## src/rtl/poco_alu_if.sv

```systemverilog
// poco_alu_if: operand/command/result bundle between the register-file read
// side (master) and the POCO ALU (slave). clk/rst stay outside the bundle.
interface poco_alu_if;
  logic [15:0] a;
  logic [15:0] b;
  logic [2:0]  com;
  logic        fe;
  logic [15:0] y;
  logic        zf;
  logic        cf;
  logic        nf;

  modport master (
    output a, b, com, fe,
    input  y, zf, cf, nf
  );

  modport slave (
    input  a, b, com, fe,
    output y, zf, cf, nf
  );
endinterface

```

## src/rtl/poco_alu.sv

```systemverilog
// poco_alu: 16-bit combinational ALU with a registered zero/carry/negative
// flag bank. y is a pure function of a, b, com.
// Optional build macro POCO_ALU_FLAGS_EN: when defined, the flag registers
// and fe load path are built; when undefined, zf/cf/nf are tied to 0 and
// clk/rst/fe are unused.
module poco_alu (
  input  logic       clk,
  input  logic       rst,
  poco_alu_if.slave  bus
);

  typedef enum logic [2:0] {
    OP_PASSA = 3'b000,
    OP_PASSB = 3'b001,
    OP_AND   = 3'b010,
    OP_OR    = 3'b011,
    OP_SHL   = 3'b100,
    OP_SHR   = 3'b101,
    OP_ADD   = 3'b110,
    OP_SUB   = 3'b111
  } op_e;

  op_e         op;
  logic [16:0] sum;
  logic [16:0] dif;
  logic [15:0] y_c;
  logic        c_next;
  logic        z_next;
  logic        n_next;

  assign op = op_e'(bus.com);

  // Zero-extended add/sub so bit 16 is carry-out (add) or borrow (sub).
  assign sum = {1'b0, bus.a} + {1'b0, bus.b};
  assign dif = {1'b0, bus.a} - {1'b0, bus.b};

  // Result and carry candidate, selected by the command.
  always_comb begin
    y_c    = 16'h0000;
    c_next = 1'b0;
    unique case (op)
      OP_PASSA: y_c = bus.a;
      OP_PASSB: y_c = bus.b;
      OP_AND:   y_c = bus.a & bus.b;
      OP_OR:    y_c = bus.a | bus.b;
      OP_SHL: begin
        y_c    = {bus.a[14:0], 1'b0};
        c_next = bus.a[15];
      end
      OP_SHR: begin
        y_c    = {1'b0, bus.a[15:1]};
        c_next = bus.a[0];
      end
      OP_ADD: begin
        y_c    = sum[15:0];
        c_next = sum[16];
      end
      OP_SUB: begin
        y_c    = dif[15:0];
        c_next = dif[16];
      end
      default: begin
        y_c    = 16'h0000;
        c_next = 1'b0;
      end
    endcase
  end

  assign z_next = (y_c == 16'h0000);
  assign n_next = y_c[15];
  assign bus.y  = y_c;

`ifdef POCO_ALU_FLAGS_EN
  logic zf_q, cf_q, nf_q;

  // Flag bank: reset clears, fe loads the current op's flags, else hold.
  always_ff @(posedge clk) begin
    if (rst) begin
      zf_q <= 1'b0;
      cf_q <= 1'b0;
      nf_q <= 1'b0;
    end else if (bus.fe) begin
      zf_q <= z_next;
      cf_q <= c_next;
      nf_q <= n_next;
    end
  end

  assign bus.zf = zf_q;
  assign bus.cf = cf_q;
  assign bus.nf = nf_q;
`else
  // Flags compiled out: outputs constant, clock/reset/enable intentionally unused.
  logic unused_flag_inputs;
  assign unused_flag_inputs = ^{clk, rst, bus.fe, z_next, c_next, n_next};

  assign bus.zf = 1'b0;
  assign bus.cf = 1'b0;
  assign bus.nf = 1'b0;
`endif

endmodule

```

## src/flat_wrapper.sv

```systemverilog
// flat-port wrapper written by rule: the top's interface ports become plain ports
module poco_alu_flat 
  (clk, rst, bus_a, bus_b, bus_com, bus_fe, bus_y, bus_zf, bus_cf, bus_nf);
  poco_alu_if bus_i ();
  input  logic clk;
  input  logic rst;
  input wire logic [$bits(bus_i.a)-1:0] bus_a;
  input wire logic [$bits(bus_i.b)-1:0] bus_b;
  input wire logic [$bits(bus_i.com)-1:0] bus_com;
  input wire logic [$bits(bus_i.fe)-1:0] bus_fe;
  output wire logic [$bits(bus_i.y)-1:0] bus_y;
  output wire logic [$bits(bus_i.zf)-1:0] bus_zf;
  output wire logic [$bits(bus_i.cf)-1:0] bus_cf;
  output wire logic [$bits(bus_i.nf)-1:0] bus_nf;
  assign bus_i.a = bus_a;
  assign bus_i.b = bus_b;
  assign bus_i.com = bus_com;
  assign bus_i.fe = bus_fe;
  assign bus_y = bus_i.y;
  assign bus_zf = bus_i.zf;
  assign bus_cf = bus_i.cf;
  assign bus_nf = bus_i.nf;
  poco_alu u_core (.clk(clk), .rst(rst), .bus(bus_i));
endmodule
```

## config.mk

```make
export PLATFORM = sky130hd
export DESIGN_NAME = poco_alu_flat
export DESIGN_NICKNAME = d
export VERILOG_FILES = /design/src/rtl/poco_alu_if.sv /design/src/rtl/poco_alu.sv /design/src/flat_wrapper.sv
export SDC_FILE = /design/constraint.sdc
export NUM_CORES = 1
export LEC_CHECK = 0
export BUFFER_PORTS_ARGS = -buffer_cell sky130_fd_sc_hd__buf_2
export CORE_UTILIZATION = 50
export DETAILED_ROUTE_END_ITERATION = 10
export GPL_TIMING_DRIVEN = 0
export PLACE_DENSITY = 0.8
export SLEW_MARGIN = 15
export SYNTH_ARGS = -nofsm -noshare
export SYNTH_HDL_FRONTEND = slang
export SYNTH_SLANG_ARGS = --single-unit
```

## constraint.sdc

```tcl
create_clock -name vclk -period 3.9
set_clock_uncertainty 0.2 [all_clocks]
set_input_delay 0.78 -clock vclk [all_inputs]
set_output_delay 0.78 -clock vclk [all_outputs]
set_load 0.01 [all_outputs]
```

==> impl_metrics.env <==
export IMPL_switchingPower_mw=0.318
export IMPL_regArea_sq_um=0
export IMPL_relSlewSlack_pct=56.4
export IMPL_synthTopCellsByCount="a21oi_1, nor2_1, nand2_1"
export IMPL_numPortBuffers=48
export IMPL_die_y_um=65.6
export IMPL_synth_top_family_by_area="compound AO/OA/AOI/OAI gates"
export IMPL_endpoint="bus_y[15]"
export IMPL_crit_path_cell_trace="buf_8, nor4_4, nand3b_1, nand3b_1, o31ai_2, xor2_1, ha_1, a21o_1, a211o_1, nor2_2, a21oi_2, xnor2_1, o21ai_1, buf_2"
export IMPL_arrival_ps=3380
export IMPL_synth_mux_area_share_pct=3.53
export IMPL_antenna_cells=0
export IMPL_final_hold_violation_count=0
export IMPL_p_sw_share_pct=53.9
export IMPL_syn_area_per_cell_sq_um=6.56
export IMPL_ios=57
export IMPL_synth_distinct_cells=56
export IMPL_clkPwrFrac_pct=0
export IMPL_drv_slew=0
export IMPL_period_share_pct=112
export IMPL_grt_ovfl_total=0
export IMPL_cap_violations=0
export IMPL_crit_type="input pin to primary output"
export IMPL_drt_pass1_iterations=10
export IMPL_path_buf_inv=2
export IMPL_cp_depth=14
export IMPL_nets=450
export IMPL_synthAdderAreaFrac_pct=12.1
export IMPL_status="finished, violations left"
export IMPL_power_frac_seq_pct=0
export IMPL_synth_compound_area_share_pct=42.1
export IMPL_worstHoldPathType="input pin to primary output"
export IMPL_num_rows=22
export IMPL_failed_checks="negative setup slack"
export IMPL_drtIter0Drc=495
export IMPL_tightest_slew_ps=653
export IMPL_viasPerCell=6.88
export IMPL_worstSetupStartpoint="bus_b[5]"
export IMPL_grt_start_max_net_pins=11
export IMPL_dieArea_sq_mm=0.00430
export IMPL_ys_seq_area_share_pct=0
export IMPL_synthSimpleGateAreaFrac_pct=23.3
export IMPL_combPwrFrac_pct=100.0
export IMPL_critPathMaxFanout=4
export IMPL_place_congestion=0.944
export IMPL_synth_xor_area_share_pct=11.2
export IMPL_ir_drop_v=0.000144
export IMPL_rsz0062_at_grt="true"
export IMPL_flops_and_latches=0
export IMPL_slowest_stage="a211o_1"
export IMPL_vias=3022
export IMPL_setup_viol=9
export IMPL_synthToLayoutAreaGrowth_pct=52.0
export IMPL_leakage_nw=1.36
export IMPL_start_kind="input pin"
export IMPL_grt_pass1_vias=2580
export IMPL_clkbuf_count=0
export IMPL_worst_slack_ps=-458
export IMPL_antenna_found_initial=0
export IMPL_synth_area_sq_mm=0.00202
export IMPL_p_int_mw=0.272
export IMPL_yosys_warnings=0
export IMPL_layout_drive_gt1_share_pct=40.7
export IMPL_cp_required_ps=2920
export IMPL_post_route_min_period_ps=4360
export IMPL_power_density_mw_per_mm2=192
export IMPL_ant_nets=0
export IMPL_dp_hpwl_mm=5.13
export IMPL_wl_mm=8.72
export IMPL_gr_usage_all_layers_pct=35.5
export IMPL_grt_pass1_wl_mm=12.2
export IMPL_synth_top_area_share_pct=11.1
export IMPL_core_area_sq_mm=0.00377
export IMPL_fin_util_pct=81.5
export IMPL_max_freq_mhz=229
export IMPL_cpPeakStageDelay_ps=330
export IMPL_critPathTopFamily="compound AO/OA/AOI/OAI gates"
export IMPL_synth_most_common_cell="a21oi_1"
export IMPL_end_kind="primary output"
export IMPL_synth_top_area_cell="ha_1"
export IMPL_die_w_um=65.6
export IMPL_syn_inst=308
export IMPL_drc_errors=0
export IMPL_wl_per_cell_um=19.9
export IMPL_crit_top_cell="nand3b_1"
export IMPL_start_util_pct=53.6
export IMPL_synth_top_cells_by_area="ha_1, a21oi_1, o21ai_0"
export IMPL_post_place_ws_ps=-600
## power by group through the flow
| stage | Sequential, mW | Clock (mW) | Combinational (mW) |
|---|---|---|---|
| finish | 0 | 0 | 0.590 |
| global route | 0 | 0 | 0.623 |
| CTS | 0 | 0 | 0.462 |
| detailed placement | 0 | 0 | 0.394 |
| global placement | 0 | 0 | 0.387 |
| floorplan | 0 | 0 | 0.279 |
## kinds of logic after synthesis
kind of cell | after synthesis
other | 1
buffers and inverters | 32
AND/OR/NAND/NOR | 95
XOR/XNOR | 25
multiplexers | 7
adder cells (fa/ha/maj) | 19
AO/OA/AOI/OAI | 129
## worst min path at each step
stage / startpoint / end / slack [ps] / cells past startpoint
3_3_place_gp: bus_a[0] / bus_y[0] / 1710 / 3
3_5_place_dp: bus_a[0] / bus_y[0] / 1710 / 3
4_1_cts: bus_a[0] / bus_y[0] / 1710 / 3
5_1_grt: bus_a[0] / bus_y[0] / 1770 / 3
6_report: bus_a[0] / bus_y[0] / 1750 / 3
2_1_floorplan: bus_a[0] / bus_y[0] / 1520 / 1
## repair_timing
| action | in CTS | in global routing |
|---|---|---|
| cloned | 0 | 0 |
| pin swaps | 18 | 30 |
| endpoints found under the setup margin | 13 | 13 |
| setup buffers | 17 | 17 |
| resized for setup | 53 | 63 |
| hold buffers | 0 | 0 |
## cells in the final DEF, fill, tap and decap left out, types with 4 or more instances in the layout
cell type	synthesis	routed
nand2b_1	6	5
o21ai_0	26	14
buf_4	4	33
a21oi_1	36	26
mux2i_1	6	6
clkbuf_1	7	6
o21ai_1	1	7
a22oi_1	4	4
o21ai_2	0	5
o2111ai_1	5	5
xor2_1	10	7
ha_4	0	5
o211ai_1	5	5
xnor2_1	14	12
a21oi_4	0	4
a211o_1	5	5
nor2_1	29	26
nor2b_1	6	5
a21oi_2	0	6
ha_1	18	11
buf_6	0	7
buf_2	7	47
a21o_1	9	9
o22ai_1	8	7
inv_1	12	8
nand2_1	28	27
## metal layers
layer / GRT usage (%) / part of all wire, % / vias to the layer above
li1: - / - / 1308
met1: 45.3 / 37 / 1342
met2: 60.6 / 45 / 305
met3: 4.34 / 12 / 67
met4: 12.0 / 6.0 / 0
met5: 0 / 0 / -
## layout make-up
| type | count | area (sq um) |
|---|---|---|
| Buffer | 19 | 136 |
| Inverter | 12 | 55.1 |
| Fill cell | 209 | 698 |
| Timing Repair Buffer | 82 | 571 |
| Tap cell | 48 | 60.1 |
| Multi-Input combinational cell | 278 | 2250 |
## through the flow
step / instance area, sq um / power, mW / setup TNS [ps] / hold slack [ps] / cells
6_report: 3070 / 0.590 / -2870 / 1750 / 439
5_1_grt: 3070 / 0.623 / -3840 / 1770 / 439
4_1_cts: 2670 / 0.462 / -1670 / 1710 / 422
3_5_place_dp: 2360 / 0.394 / -5680 / 1710 / 406
3_3_place_gp: 2360 / 0.387 / -5350 / 1710 / 406
2_1_floorplan: 2060 / 0.279 / -143 / 1520 / 310
No activity file was read; power rests on OpenSTA's default activity.
